### src/rtl/srv_line_fill.sv
// srv_line_fill: responder side of the icache refill interface.
// Accepts a line request, reads LINE_WORDS consecutive words from a
// combinational ROM (LATENCY wait cycles before each capture) and returns
// the whole line with a single-cycle ext_rsp_o pulse.
// Ports:
//   clk, rst_n    clock, asynchronous active-low reset
//   ext_addr_i    byte address of requested line (low line bits ignored)
//   ext_req_i     refill request level, four-phase handshake
//   ext_rsp_o     one-cycle pulse, ext_data_o holds the line
//   ext_data_o    line data, word k at bits [32k+31:32k]
//   rom_addr_o    byte address presented to the ROM
//   rom_data_i    ROM read data for rom_addr_o
//   busy_o        high while a fill/response is in progress
module srv_line_fill #(
    parameter int LINE_WORDS = 4,
    parameter int LATENCY    = 0
) (
    input  logic                      clk,
    input  logic                      rst_n,
    input  logic [31:0]               ext_addr_i,
    input  logic                      ext_req_i,
    output logic                      ext_rsp_o,
    output logic [32*LINE_WORDS-1:0]  ext_data_o,
    output logic [31:0]               rom_addr_o,
    input  logic [31:0]               rom_data_i,
    output logic                      busy_o
);

    localparam int              IW        = $clog2(LINE_WORDS);
    localparam logic [31:0]     LINE_MASK = 32'(4*LINE_WORDS-1);
    localparam logic [3:0]      LAT       = 4'(LATENCY);
    localparam logic [IW-1:0]   LAST      = IW'(LINE_WORDS-1);

    typedef enum logic [1:0] {IDLE, FETCH, RESP, DONE} state_t;

    state_t                       state, state_nxt;
    logic [31:0]                  base;
    logic [IW-1:0]                idx;
    logic [3:0]                   wcnt;
    logic [LINE_WORDS-1:0][31:0]  line;
    logic                         cap;

    // A word is captured once its wait countdown has expired.
    assign cap = (state == FETCH) && (wcnt == 4'd0);

    always_ff @(posedge clk or negedge rst_n) begin
        if (!rst_n) state <= IDLE;
        else        state <= state_nxt;
    end

    always_comb begin
        state_nxt = state;
        case (state)
            IDLE:    if (ext_req_i) state_nxt = FETCH;
            FETCH:   if (cap && idx == LAST) state_nxt = RESP;
            RESP:    state_nxt = DONE;
            // Request must drop before another fill can be accepted.
            DONE:    if (!ext_req_i) state_nxt = IDLE;
            default: state_nxt = IDLE;
        endcase
    end

    always_ff @(posedge clk or negedge rst_n) begin
        if (!rst_n) begin
            base <= '0;
            idx  <= '0;
            wcnt <= '0;
            line <= '0;
        end else begin
            if (state == IDLE && ext_req_i) begin
                base <= ext_addr_i & ~LINE_MASK;
                idx  <= '0;
                wcnt <= LAT;
            end else if (state == FETCH) begin
                if (wcnt != 4'd0) begin
                    wcnt <= wcnt - 4'd1;
                end else begin
                    line[idx] <= rom_data_i;
                    wcnt      <= LAT;
                    if (idx != LAST) idx <= idx + 1'b1;
                end
            end
        end
    end

    // base/idx keep their last values outside FETCH, so the ROM address
    // naturally holds the last word fetched. base is line aligned, so the
    // add never carries out of the line.
    assign rom_addr_o = base + {{(30-IW){1'b0}}, idx, 2'b00};
    assign ext_data_o = line;
    assign ext_rsp_o  = (state == RESP);
    assign busy_o     = (state != IDLE);

endmodule

### config.mk
export PLATFORM = sky130hd
export DESIGN_NAME = srv_line_fill
export DESIGN_NICKNAME = d
export VERILOG_FILES = /design/src/rtl/srv_line_fill.sv
export SDC_FILE = /design/constraint.sdc
export NUM_CORES = 1
export LEC_CHECK = 0
export BUFFER_PORTS_ARGS = -buffer_cell sky130_fd_sc_hd__buf_4
export CORE_MARGIN = 3
export CORE_UTILIZATION = 35
export DETAILED_ROUTE_END_ITERATION = 8
export GPL_TIMING_DRIVEN = 0
export PLACE_DENSITY = 0.59
export SETUP_SLACK_MARGIN = 0.02
export SLEW_MARGIN = 20
export SYNTH_ARGS = -nofsm -noshare
export SYNTH_HDL_FRONTEND = slang
export SYNTH_SLANG_ARGS = --single-unit
export TNS_END_PERCENT = 20
### constraint.sdc
create_clock -name clk -period 2.5 [get_ports clk]
set_input_delay 0.5 -clock clk [delete_from_list [all_inputs] [get_ports clk]]
set_output_delay 0.5 -clock clk [all_outputs]
set_load 0.01 [all_outputs]
==> impl_metrics.toml <==
[outcome]
outcome = "finished, final reports clean"

[clocking]
clockBufferDepth = 2
clock_latency_ns = 0.41
cts_max_level = 4
postCtsHoldBufs = 0
cts-root-buf = "clkbuf_16"
clk_pin_slew_ns = 0.07
cts_setup_buffers = 0
cts_buffers = 17
clkSinkCount = 164
tritoncts = "built"
cts_resized = 0

[sta]
worstMarginPinSlew_ns = 0.566
slew_headroom = 0.623
rsz0062_at_grt = "false"
tns_ns = 0
hold_viol_final = 0
max_freq_mhz = 458
fin_crit_ns = 2.18
drv_slew = 0
period_share = 0.873
skew_ns = 0.00759
setup_violations = 0

[power]
ir_worst_vdd_uv = 601
power_density_nw_per_um2 = 1380
p_leak_nw = 4.36
finalPower_mw = 12.5

[setup_path]
crit_type = "flip-flop to flip-flop"
rr_startpoint = "wcnt[0]$_DFFE_PN0P_"
cpPeakStageDelay_ns = 0.42
required_ns = 2.79
cp-end-kind = "flip-flop"
r2r_cells = 6
reg2reg_to = "ext_data_o[108]$_DFFE_PN0P_"
critPathLaunchType = "flip-flop"
cp_cell_sequence = "inv_1 -> ha_1 -> nor3b_4 -> nand4_1 -> buf_6 -> mux2_2"
crit_fanout = 10
cpMaxStageDelayCell = "nand4_1"
rrSetupSlack_ns = 0.32
crit_arrival_ns = 2.48

[logic_synthesis]
synth_fa_ha_area_frac = 0.0214
synth_area_leaders = "dfrtp_1 (64%), mux2_2 (27%), ha_1 (2.1%)"
yosys-mux-area-fraction = 0.278
synth-simple-area-share = 0.0247
synthCells = 394
synth_compound_area_frac = 0.00738
syn_avg_cell_area_um2 = 16.3
synth_seq_area_share = 0.637
synth_area_um2 = 6440
synth-xor-area-share = 0
synth_top_area_share = 0.637
yosysTopAreaCell = "dfrtp_1"
ys_ff_latch = 164
yosysWarnings = 0
ys_types = 26
synth_top_family_by_area = "multiplexers"

[floorplanning]
std_cell_rows = 48
core_um2 = 17700
die_area_um2 = 20100
io_pins = 229
dieHeight_um = 142
die_w_um = 142
initial_core_util = 0.365

[final_layout]
fillers = 1524
final_nets = 715
final_common_cell = "buf_4"
area_delta_synth_final_pct = 40.2
antenna_cells = 0
layout-drive-gt1-share = 0.665
final_cell_mix = "buf_4 (223), dfrtp_1 (164), mux2_2 (157)"

[grt]
grt_pass1_vias = 4480
antenna_found_initial = 0
grt_pass1_wl_um = 24800
grt_max_degree = 93
grt.overflow.total = 0
grtUsageTotal = 0.161

[placement]
port_buffers = 222
place_hpwl_um = 11500
gp_congestion = 0.733

[drt]
drt_first_pass_iters = 4
route.vias.total = 4156
ant_nets = 0
routed_wl_um = 15800
viasPerCell = 4.75
drcViolationCount = 0
first_iter_violations = 114
wire_per_inst_um = 18.1

[run]
cap_viol_max_count = 0

[min_path]
min_path_type = "input pin to asynchronous set/reset pin"
==> per-layer routing <==
layer	wire length, um	GRT usage	up-vias
li1	-	-	1881
met1	6870	0.209	2088
met2	7350	0.252	169
met3	1410	0.0586	18
met4	195	0.0515	0
met5	0	0	-
==> cells in the mapped netlist <==
cell type    n
a21oi_1      4
a221oi_1     1
a2bb2oi_1    1
and2_1       1
buf_2        4
buf_4        2
buf_6       12
clkbuf_1     1
conb_1       1
dfrtp_1    164
ha_1        11
inv_1        7
mux2_2     157
mux2i_1      2
nand2_1      3
nand2b_1     2
nand3_1      3
nand4_1      4
nand4bb_1    1
nor2_1       4
nor2b_1      3
nor3b_4      1
nor4b_1      1
o21ai_0      2
or3_2        1
or3b_2       1
==> final cells by class <==
cell class                 count  area, um2  share of cell area
timing repair buffer         223       1700               0.188
clock inverter                14        175              0.0194
multi-input combinational    205       2140               0.237
buffer                        19        174              0.0193
tap                          225        282              0.0312
clock buffer                  18        429              0.0475
sequential                   164       4100               0.454
inverter                       7       26.3             0.00291
==> per-stage QoR <==
stage	setup slack [ns]	utilization	cells	instance area, um2	hold slack [ns]
floorplan	0.706	-	395	6440	0.204
global placement	0.0730	0.475	842	8390	0.488
detailed placement	0.303	0.477	843	8430	0.493
CTS	0.272	0.511	875	9030	0.0459
global route	0.172	0.511	875	9030	0.0701
finish	0.317	0.511	875	9030	0.0496
==> where the power goes <==
group          leakage [nW]  switching, mW  internal, mW  total (mW)
clock network         0.293           1.09          1.59        2.68
registers              1.98          0.733          3.97        4.71
logic                  2.08           2.11          2.99        5.10
==> worst max-delay path, delay by kind of cell, from the launching register on <==
kind,cells,cell delay [ns]
buf+inv,2,0.42
simple gates,2,0.76
mux,1,0.28
fa+ha+maj,1,0.22
flops,1,0.39
==> cell families after synthesis <==
family	Yosys count
flip-flops	164
multiplexers	159
buffers and inverters	26
AND/OR/NAND/NOR	25
adder cells (fa/ha/maj)	11
AO/OA/AOI/OAI	8
other	1
==> worst max-delay path by stage <==
stage,from,endpoint,slack (ns),depth (start not counted)
finish,wcnt[0]$_DFFE_PN0P_,ext_data_o[108]$_DFFE_PN0P_,0.32,6
CTS,wcnt[0]$_DFFE_PN0P_,ext_data_o[108]$_DFFE_PN0P_,0.27,6
floorplan,wcnt[0]$_DFFE_PN0P_,ext_data_o[100]$_DFFE_PN0P_,0.71,6
detailed placement,wcnt[0]$_DFFE_PN0P_,ext_data_o[108]$_DFFE_PN0P_,0.30,6
global route,wcnt[0]$_DFFE_PN0P_,ext_data_o[108]$_DFFE_PN0P_,0.17,6
global placement,rst_n,base[20]$_DFFE_PN0P_,0.07,1
==> state kept, by name (all words and copies together), names as in the netlist <==
name        count
base           28
state           2
idx             2
wcnt            4
ext_data_o    128
No activity file was read; power rests on OpenSTA's default activity.
